### src/rtl/vtx_buffer_if.sv
// Vertex buffer bus: producer-side strobes/parameters/vertices in,
// head vertex plus its owning object's parameters and status out.
interface vtx_buffer_if #(
    parameter int AW = 3
);
    logic          iEnable;
    logic          iInitObj;
    logic          iInitVtx;
    logic [15:0]   iScaleX, iScaleY, iScaleZ;
    logic [15:0]   iTranslX, iTranslY, iTranslZ;
    logic [15:0]   iCosRoll, iCosPitch, iCosYaw;
    logic [15:0]   iSenRoll, iSenPitch, iSenYaw;
    logic [15:0]   iVertexX, iVertexY, iVertexZ;
    logic          iVtxReady;

    logic          oVtxValid;
    logic [15:0]   oVertexX, oVertexY, oVertexZ;
    logic [15:0]   oScaleX, oScaleY, oScaleZ;
    logic [15:0]   oTranslX, oTranslY, oTranslZ;
    logic [15:0]   oCosRoll, oCosPitch, oCosYaw;
    logic [15:0]   oSenRoll, oSenPitch, oSenYaw;
    logic [AW:0]   oCount;
    logic          oFull;
    logic          oOverflow;
    logic          oObjErr;

    modport master (
        output iEnable, iInitObj, iInitVtx,
        output iScaleX, iScaleY, iScaleZ, iTranslX, iTranslY, iTranslZ,
        output iCosRoll, iCosPitch, iCosYaw, iSenRoll, iSenPitch, iSenYaw,
        output iVertexX, iVertexY, iVertexZ, iVtxReady,
        input  oVtxValid, oVertexX, oVertexY, oVertexZ,
        input  oScaleX, oScaleY, oScaleZ, oTranslX, oTranslY, oTranslZ,
        input  oCosRoll, oCosPitch, oCosYaw, oSenRoll, oSenPitch, oSenYaw,
        input  oCount, oFull, oOverflow, oObjErr
    );

    modport slave (
        input  iEnable, iInitObj, iInitVtx,
        input  iScaleX, iScaleY, iScaleZ, iTranslX, iTranslY, iTranslZ,
        input  iCosRoll, iCosPitch, iCosYaw, iSenRoll, iSenPitch, iSenYaw,
        input  iVertexX, iVertexY, iVertexZ, iVtxReady,
        output oVtxValid, oVertexX, oVertexY, oVertexZ,
        output oScaleX, oScaleY, oScaleZ, oTranslX, oTranslY, oTranslZ,
        output oCosRoll, oCosPitch, oCosYaw, oSenRoll, oSenPitch, oSenYaw,
        output oCount, oFull, oOverflow, oObjErr
    );
endinterface

### src/rtl/vtx_buffer.sv
// Vertex FIFO (first-word-fall-through) with two ping-pong object
// parameter banks. Each entry carries a 1-bit tag naming the bank that
// holds the parameters of the object it belongs to, so at most two
// objects can be live in the buffer at once.
module vtx_buffer #(
    parameter int DEPTH = 8,
    parameter int AW    = 3
) (
    input  logic         iClock,
    input  logic         iReset,
    vtx_buffer_if.slave  bus
);
    logic [AW-1:0]  r_wr_ptr;
    logic [AW-1:0]  r_rd_ptr;
    logic [AW:0]    r_count;
    logic           r_tag;
    logic           r_overflow;
    logic           r_obj_err;
    logic [15:0]    r_bank [2][12];
    logic [15:0]    r_mem_x [DEPTH];
    logic [15:0]    r_mem_y [DEPTH];
    logic [15:0]    r_mem_z [DEPTH];
    logic           r_mem_tag [DEPTH];
    logic [15:0]    r_last_x, r_last_y, r_last_z;

    logic           w_valid;
    logic           w_full;
    logic           w_head_tag;
    logic           w_obj_req;
    logic           w_obj_block;
    logic           w_obj_acc;
    logic           w_tag_next;
    logic           w_push_req;
    logic           w_push;
    logic           w_pop;
    logic           w_out_bank;
    logic [15:0]    w_prm_in [12];

    assign w_prm_in[0]  = bus.iScaleX;
    assign w_prm_in[1]  = bus.iScaleY;
    assign w_prm_in[2]  = bus.iScaleZ;
    assign w_prm_in[3]  = bus.iTranslX;
    assign w_prm_in[4]  = bus.iTranslY;
    assign w_prm_in[5]  = bus.iTranslZ;
    assign w_prm_in[6]  = bus.iCosRoll;
    assign w_prm_in[7]  = bus.iCosPitch;
    assign w_prm_in[8]  = bus.iCosYaw;
    assign w_prm_in[9]  = bus.iSenRoll;
    assign w_prm_in[10] = bus.iSenPitch;
    assign w_prm_in[11] = bus.iSenYaw;

    assign w_valid    = (r_count != '0);
    assign w_full     = (r_count == (AW+1)'(DEPTH));
    assign w_head_tag = r_mem_tag[r_rd_ptr];

    // An object strobe would overwrite the bank still referenced by the
    // head entry when the head belongs to the older of two live objects.
    assign w_obj_req   = bus.iEnable & bus.iInitObj;
    assign w_obj_block = w_valid & (w_head_tag != r_tag);
    assign w_obj_acc   = w_obj_req & ~w_obj_block;
    assign w_tag_next  = w_obj_acc ? ~r_tag : r_tag;

    assign w_push_req = bus.iEnable & bus.iInitVtx;
    assign w_pop      = w_valid & bus.iVtxReady;
    assign w_push     = w_push_req & (~w_full | w_pop);

    // Pointers, occupancy, tag and sticky error flags
    always_ff @(posedge iClock or posedge iReset) begin
        if (iReset) begin
            r_wr_ptr   <= '0;
            r_rd_ptr   <= '0;
            r_count    <= '0;
            r_tag      <= 1'b0;
            r_overflow <= 1'b0;
            r_obj_err  <= 1'b0;
        end else begin
            r_tag <= w_tag_next;
            if (w_push) begin
                r_wr_ptr <= r_wr_ptr + AW'(1);
            end
            if (w_pop) begin
                r_rd_ptr <= r_rd_ptr + AW'(1);
            end
            case ({w_push, w_pop})
                2'b10:   r_count <= r_count + (AW+1)'(1);
                2'b01:   r_count <= r_count - (AW+1)'(1);
                default: r_count <= r_count;
            endcase
            if (w_push_req & w_full & ~w_pop) begin
                r_overflow <= 1'b1;
            end
            if (w_obj_req & w_obj_block) begin
                r_obj_err <= 1'b1;
            end
        end
    end

    // Accepted object parameters land in the bank not currently being filled
    always_ff @(posedge iClock or posedge iReset) begin
        if (iReset) begin
            for (int b = 0; b < 2; b++) begin
                for (int i = 0; i < 12; i++) begin
                    r_bank[b][i] <= '0;
                end
            end
        end else if (w_obj_acc) begin
            for (int i = 0; i < 12; i++) begin
                r_bank[~r_tag][i] <= w_prm_in[i];
            end
        end
    end

    // Vertex storage; contents are only meaningful between the pointers
    always_ff @(posedge iClock) begin
        if (w_push) begin
            r_mem_x[r_wr_ptr]   <= bus.iVertexX;
            r_mem_y[r_wr_ptr]   <= bus.iVertexY;
            r_mem_z[r_wr_ptr]   <= bus.iVertexZ;
            r_mem_tag[r_wr_ptr] <= w_tag_next;
        end
    end

    // Remember the most recently consumed head so the outputs stay stable when empty
    always_ff @(posedge iClock or posedge iReset) begin
        if (iReset) begin
            r_last_x <= '0;
            r_last_y <= '0;
            r_last_z <= '0;
        end else if (w_pop) begin
            r_last_x <= r_mem_x[r_rd_ptr];
            r_last_y <= r_mem_y[r_rd_ptr];
            r_last_z <= r_mem_z[r_rd_ptr];
        end
    end

    assign w_out_bank = w_valid ? w_head_tag : r_tag;

    assign bus.oVtxValid = w_valid;
    assign bus.oVertexX  = w_valid ? r_mem_x[r_rd_ptr] : r_last_x;
    assign bus.oVertexY  = w_valid ? r_mem_y[r_rd_ptr] : r_last_y;
    assign bus.oVertexZ  = w_valid ? r_mem_z[r_rd_ptr] : r_last_z;
    assign bus.oScaleX   = r_bank[w_out_bank][0];
    assign bus.oScaleY   = r_bank[w_out_bank][1];
    assign bus.oScaleZ   = r_bank[w_out_bank][2];
    assign bus.oTranslX  = r_bank[w_out_bank][3];
    assign bus.oTranslY  = r_bank[w_out_bank][4];
    assign bus.oTranslZ  = r_bank[w_out_bank][5];
    assign bus.oCosRoll  = r_bank[w_out_bank][6];
    assign bus.oCosPitch = r_bank[w_out_bank][7];
    assign bus.oCosYaw   = r_bank[w_out_bank][8];
    assign bus.oSenRoll  = r_bank[w_out_bank][9];
    assign bus.oSenPitch = r_bank[w_out_bank][10];
    assign bus.oSenYaw   = r_bank[w_out_bank][11];
    assign bus.oCount    = r_count;
    assign bus.oFull     = w_full;
    assign bus.oOverflow = r_overflow;
    assign bus.oObjErr   = r_obj_err;
endmodule

### src/flat_wrapper.sv
// flat-port wrapper written by rule: the top's interface ports become plain ports
module vtx_buffer_flat 
#(
    parameter int DEPTH = 8,
    parameter int AW    = 3
)
  (iClock, iReset, bus_iEnable, bus_iInitObj, bus_iInitVtx, bus_iScaleX, bus_iScaleY, bus_iScaleZ, bus_iTranslX, bus_iTranslY, bus_iTranslZ, bus_iCosRoll, bus_iCosPitch, bus_iCosYaw, bus_iSenRoll, bus_iSenPitch, bus_iSenYaw, bus_iVertexX, bus_iVertexY, bus_iVertexZ, bus_iVtxReady, bus_oVtxValid, bus_oVertexX, bus_oVertexY, bus_oVertexZ, bus_oScaleX, bus_oScaleY, bus_oScaleZ, bus_oTranslX, bus_oTranslY, bus_oTranslZ, bus_oCosRoll, bus_oCosPitch, bus_oCosYaw, bus_oSenRoll, bus_oSenPitch, bus_oSenYaw, bus_oCount, bus_oFull, bus_oOverflow, bus_oObjErr);
  vtx_buffer_if #(.AW(AW)) bus_i ();
  input  logic iClock;
  input  logic iReset;
  input wire logic [$bits(bus_i.iEnable)-1:0] bus_iEnable;
  input wire logic [$bits(bus_i.iInitObj)-1:0] bus_iInitObj;
  input wire logic [$bits(bus_i.iInitVtx)-1:0] bus_iInitVtx;
  input wire logic [$bits(bus_i.iScaleX)-1:0] bus_iScaleX;
  input wire logic [$bits(bus_i.iScaleY)-1:0] bus_iScaleY;
  input wire logic [$bits(bus_i.iScaleZ)-1:0] bus_iScaleZ;
  input wire logic [$bits(bus_i.iTranslX)-1:0] bus_iTranslX;
  input wire logic [$bits(bus_i.iTranslY)-1:0] bus_iTranslY;
  input wire logic [$bits(bus_i.iTranslZ)-1:0] bus_iTranslZ;
  input wire logic [$bits(bus_i.iCosRoll)-1:0] bus_iCosRoll;
  input wire logic [$bits(bus_i.iCosPitch)-1:0] bus_iCosPitch;
  input wire logic [$bits(bus_i.iCosYaw)-1:0] bus_iCosYaw;
  input wire logic [$bits(bus_i.iSenRoll)-1:0] bus_iSenRoll;
  input wire logic [$bits(bus_i.iSenPitch)-1:0] bus_iSenPitch;
  input wire logic [$bits(bus_i.iSenYaw)-1:0] bus_iSenYaw;
  input wire logic [$bits(bus_i.iVertexX)-1:0] bus_iVertexX;
  input wire logic [$bits(bus_i.iVertexY)-1:0] bus_iVertexY;
  input wire logic [$bits(bus_i.iVertexZ)-1:0] bus_iVertexZ;
  input wire logic [$bits(bus_i.iVtxReady)-1:0] bus_iVtxReady;
  output wire logic [$bits(bus_i.oVtxValid)-1:0] bus_oVtxValid;
  output wire logic [$bits(bus_i.oVertexX)-1:0] bus_oVertexX;
  output wire logic [$bits(bus_i.oVertexY)-1:0] bus_oVertexY;
  output wire logic [$bits(bus_i.oVertexZ)-1:0] bus_oVertexZ;
  output wire logic [$bits(bus_i.oScaleX)-1:0] bus_oScaleX;
  output wire logic [$bits(bus_i.oScaleY)-1:0] bus_oScaleY;
  output wire logic [$bits(bus_i.oScaleZ)-1:0] bus_oScaleZ;
  output wire logic [$bits(bus_i.oTranslX)-1:0] bus_oTranslX;
  output wire logic [$bits(bus_i.oTranslY)-1:0] bus_oTranslY;
  output wire logic [$bits(bus_i.oTranslZ)-1:0] bus_oTranslZ;
  output wire logic [$bits(bus_i.oCosRoll)-1:0] bus_oCosRoll;
  output wire logic [$bits(bus_i.oCosPitch)-1:0] bus_oCosPitch;
  output wire logic [$bits(bus_i.oCosYaw)-1:0] bus_oCosYaw;
  output wire logic [$bits(bus_i.oSenRoll)-1:0] bus_oSenRoll;
  output wire logic [$bits(bus_i.oSenPitch)-1:0] bus_oSenPitch;
  output wire logic [$bits(bus_i.oSenYaw)-1:0] bus_oSenYaw;
  output wire logic [$bits(bus_i.oCount)-1:0] bus_oCount;
  output wire logic [$bits(bus_i.oFull)-1:0] bus_oFull;
  output wire logic [$bits(bus_i.oOverflow)-1:0] bus_oOverflow;
  output wire logic [$bits(bus_i.oObjErr)-1:0] bus_oObjErr;
  assign bus_i.iEnable = bus_iEnable;
  assign bus_i.iInitObj = bus_iInitObj;
  assign bus_i.iInitVtx = bus_iInitVtx;
  assign bus_i.iScaleX = bus_iScaleX;
  assign bus_i.iScaleY = bus_iScaleY;
  assign bus_i.iScaleZ = bus_iScaleZ;
  assign bus_i.iTranslX = bus_iTranslX;
  assign bus_i.iTranslY = bus_iTranslY;
  assign bus_i.iTranslZ = bus_iTranslZ;
  assign bus_i.iCosRoll = bus_iCosRoll;
  assign bus_i.iCosPitch = bus_iCosPitch;
  assign bus_i.iCosYaw = bus_iCosYaw;
  assign bus_i.iSenRoll = bus_iSenRoll;
  assign bus_i.iSenPitch = bus_iSenPitch;
  assign bus_i.iSenYaw = bus_iSenYaw;
  assign bus_i.iVertexX = bus_iVertexX;
  assign bus_i.iVertexY = bus_iVertexY;
  assign bus_i.iVertexZ = bus_iVertexZ;
  assign bus_i.iVtxReady = bus_iVtxReady;
  assign bus_oVtxValid = bus_i.oVtxValid;
  assign bus_oVertexX = bus_i.oVertexX;
  assign bus_oVertexY = bus_i.oVertexY;
  assign bus_oVertexZ = bus_i.oVertexZ;
  assign bus_oScaleX = bus_i.oScaleX;
  assign bus_oScaleY = bus_i.oScaleY;
  assign bus_oScaleZ = bus_i.oScaleZ;
  assign bus_oTranslX = bus_i.oTranslX;
  assign bus_oTranslY = bus_i.oTranslY;
  assign bus_oTranslZ = bus_i.oTranslZ;
  assign bus_oCosRoll = bus_i.oCosRoll;
  assign bus_oCosPitch = bus_i.oCosPitch;
  assign bus_oCosYaw = bus_i.oCosYaw;
  assign bus_oSenRoll = bus_i.oSenRoll;
  assign bus_oSenPitch = bus_i.oSenPitch;
  assign bus_oSenYaw = bus_i.oSenYaw;
  assign bus_oCount = bus_i.oCount;
  assign bus_oFull = bus_i.oFull;
  assign bus_oOverflow = bus_i.oOverflow;
  assign bus_oObjErr = bus_i.oObjErr;
  vtx_buffer #(.DEPTH(DEPTH), .AW(AW)) u_core (.iClock(iClock), .iReset(iReset), .bus(bus_i));
endmodule
### config.mk
export PLATFORM = sky130hd
export DESIGN_NAME = vtx_buffer_flat
export DESIGN_NICKNAME = d
export VERILOG_FILES = /design/src/rtl/vtx_buffer_if.sv /design/src/rtl/vtx_buffer.sv /design/src/flat_wrapper.sv
export SDC_FILE = /design/constraint.sdc
export NUM_CORES = 1
export LEC_CHECK = 0
export CAP_MARGIN = 10
export CELL_PAD_IN_SITES_DETAIL_PLACEMENT = 1
export CELL_PAD_IN_SITES_GLOBAL_PLACEMENT = 1
export CORE_ASPECT_RATIO = 1.75
export CORE_MARGIN = 10
export CORE_UTILIZATION = 50
export CTS_CLUSTER_SIZE = 12
export DETAILED_ROUTE_END_ITERATION = 7
export GPL_ROUTABILITY_DRIVEN = 0
export PLACE_DENSITY = 0.9
export SLEW_MARGIN = 40
export SYNTH_ARGS = -nofsm -noshare
export SYNTH_HDL_FRONTEND = slang
export SYNTH_SLANG_ARGS = --single-unit
### constraint.sdc
create_clock -name iClock -period 24.4 [get_ports iClock]
set_input_delay 6.1 -clock iClock [delete_from_list [all_inputs] [get_ports iClock]]
set_output_delay 6.1 -clock iClock [all_outputs]
set_load 0.005 [all_outputs]
==> summary.txt <==
Status -> complete, no violations
H-tree Lvls -> 3
Via count -> 20.73k
CTS tree -> yes
IR Drop Worst-Case VDD -> 0.0001048 V
Starting DRT DRC Count -> 1,533
GRT Residual Overflow -> 0
Setup violators final -> 0
GRT Total Usage -> 27.83%
Yosys reg bits -> 837
Count of input and output buffers -> 493
Net Sw Power -> 2124 uW
Synth Net Count -> 2,256
Syn avg cell area -> 16.97 um2
Cell Rows -> 126
Sw Share -> 34.34%
Fmax -> 82.31 MHz
Hold_buf cts -> 0
Element type at the critical path start -> flop
Critical path launch point -> u_core.r_rd_ptr[1]
Final period util -> 49.79%
Element type at the critical path end -> output pin
CP Max Fanout -> 54
Synth area leader -> edfxtp_1
Post-CTS Setup Repair Bufs -> 0
Post-DR vias/cell -> 5.983
Hold crit path type -> reg -> reg
DPL Wire Length -> 72,100 um
Part of the power in registers -> 36.5%
Synthesis-to-layout area growth -> 24.79%
Final Non-Filler Cells -> 3,464
P per Cell Area -> 145.7 nW/um2
Vias in the first global route -> 22.97k
Critical R2R Launch -> u_core.r_rd_ptr[1]
CTS sink count -> 837
CTS Buf Count -> 81
Cell count after synthesis -> 2,005
Initial antenna violation count -> 26
Worst skew pair latency -> 0.65 ns
Arrival time worst endpoint -> 6.05 ns
Ys async rst share -> 53.17%
Routed WL -> 112,000 um
Slew HR -> 45.10%
HP Start -> u_core.r_last_y[0]
Top post-synthesis cells by area -> edfxtp_1 (35%), dfrtp_1 (33%), mux2_2 (12%)
Max Cap Viol -> 0
Layout cells sized above 1 -> 24.04%
Post-layout min period -> 12.15 ns
Leakage -> 0.01599 uW
Root buf cell -> clkbuf_16
Filler cell count -> 5,932
Setup TNS Final -> 0 ns
Avg WL per Cell -> 32.34 um
Final hold violation count -> 0
Synth Flop Type -> dfrtp_1
Die width -> 217.2 um
NumNets Final -> 2,750
RSZ-0062 raised after global routing -> false
Worst-Margin Slew -> 0.8236 ns
First-pass GRT wire length -> 162,900 um
Clock power frac -> 18.9%
Critical path type -> reg -> out
Starting Density -> 50.42%
Comb pwr share -> 44.6%
EDFF count, synth -> 392
Clk buf depth -> 3
Sequential area share after synthesis -> 67.34%
Initial DRT Pass Iterations -> 5
Yosys top cell area share -> 34.60%
Die area -> 79,280 um2
Layout Skew -> 0.04022 ns
Clk slew on worst S/H paths -> 0.07 ns
Die Ht -> 365.1 um
Core ar. -> 67,470 um2
Worst EP required -> 18.30 ns
CTS resizes -> 0
Synth cell types -> 33
Final Max Tran Viols -> 0
Cells after DPL -> 3,310
Residual DRC -> 0
I/O pins -> 494
Mapped Area -> 34,020 um2
Ys Warns -> 0
Pin count of the biggest net entering global routing -> 154
Internal power -> 4062 uW
Final ANT Viol Nets -> 0
## registers in the layout (all words and copies together), names as in the netlist
register,flops
u_core.bus.oObjErr,1
u_core.r_mem_tag,8
u_core.r_tag,1
u_core.r_mem_x,128
u_core.r_wr_ptr,3
u_core.bus.oCount,4
u_core.r_bank,384
u_core.r_last_x,16
u_core.r_last_y,16
u_core.r_rd_ptr,3
u_core.r_last_z,16
u_core.bus.oOverflow,1
u_core.r_mem_z,128
u_core.r_mem_y,128
## worst max-delay path, stage by stage, from the launching register on
cell and delay (ns):
dfrtp_4 0.90, buf_4 0.73, mux4_2 0.42, mux2_2 0.33, mux2i_4 0.59, buf_6 0.57, buf_4 0.50, buf_12 0.31
mux2_1 0.43, clkdlybuf4s50_1 0.48
## kinds of logic (layout without fill, tap and decap cells)
| logic type | after synthesis | after routing | share of synthesized area, % |
|---|---|---|---|
| xor+xnor | 9 | 9 | 0.2317 |
| flops | 837 | 837 | 67.34 |
| other cells | 0 | 18 | 0 |
| simple gates | 163 | 163 | 1.905 |
| fa+ha+maj | 5 | 5 | 0.1839 |
| mux | 694 | 694 | 26.01 |
| buf+inv | 155 | 700 | 2.170 |
| compound gates | 142 | 142 | 2.159 |
## stage by stage
| stage | util [%] | total power (uW) | hold WS [ns] | cell area [um2] | worst slack [ns] |
|---|---|---|---|---|---|
| after global placement | 59.00 | 4714 | 0.4632 | 39810 | 12.88 |
| final | 62.91 | 6186 | 0.4906 | 42450 | 12.25 |
| after CTS | 62.74 | 6208 | 0.4978 | 42330 | 11.96 |
| after global routing | 62.90 | 6455 | 0.5211 | 42440 | 12.01 |
| after floorplan | - | 3511 | 0.4505 | 34020 | 5.900 |
| after detailed placement | 59.25 | 4936 | 0.4836 | 39980 | 12.66 |
## synth_stat cells (all sizes together), types with 5 or more instances
cell and n:
mux2 530, dfrtp 445, edfxtp 392, mux4 98
nand2 91, o21ai 81, clkbuf 79, mux2i 66
a21oi 53, nor2 53, buf 40, inv 36
xnor2 9, nor3 7, ha 5, nand3 5
## routing by layer
| metal | global-route usage, % | wire length (um) |
|---|---|---|
| met5 | 0 | 118 |
| met2 | 47.87 | 57840 |
| met3 | 7.638 | 9274 |
| met1 | 32.38 | 40780 |
| met4 | 11.45 | 4007 |
## layout by cell type, fill, tap and decap left out, types with 2 or more instances in the layout
master	count
inv_16	3
nor2_1	50
ha_4	2
ha_1	3
diode_2	18
nor3_2	4
nand3_1	5
inv_6	4
mux2_2	366
inv_1	35
nor2_4	3
nand2_1	90
mux4_2	98
edfxtp_1	392
clkbuf_1	41
mux2i_1	65
o21ai_0	81
mux2_1	164
a21oi_1	53
a41o_1	2
dfrtp_1	442
dfrtp_4	2
clkbuf_16	81
nand2b_1	2
xnor2_1	9
a21o_1	2
buf_16	5
clkdlybuf4s50_1	493
buf_6	6
clkbuf_8	4
buf_4	20
buf_12	4
nor3_1	3
## power groups by stage
stage / Clock [uW] / Combinational, uW / Sequential, uW
3_5_place_dp: 0 / 2690 / 2240
6_report: 1170 / 2760 / 2260
3_3_place_gp: 0 / 2500 / 2210
2_1_floorplan: 0 / 1450 / 2060
4_1_cts: 1190 / 2780 / 2240
5_1_grt: 1250 / 2930 / 2280
## path summary, 6_finish.rpt
path / to / slack (ns) / cells after the start
min in group asynchronous: u_core.r_last_z[5] / 5.86 / 2
min reg2reg: u_core.r_last_y[0] / 0.49 / 2
min: u_core.r_last_y[0] / 0.49 / 2
max reg2reg: u_core.r_bank[243] / 19.09 / 9
max in group asynchronous: u_core.r_bank[178] / 15.66 / 6
max: bus_oSenRoll[14] / 12.25 / 9
## cell type report
class	instances	area, um2	area share (%)
Antenna cell	18	45.04	0.1061
Clock buffer	125	2222	5.235
Clock inverter	9	132.6	0.3124
Inverter	36	147.6	0.3478
Multi-Input combinational cell	1013	10470	24.66
Sequential cell	837	22920	53.98
Tap cell	896	1121	2.641
Timing Repair Buffer	530	5399	12.72
No activity file was read; power rests on OpenSTA's default activity.
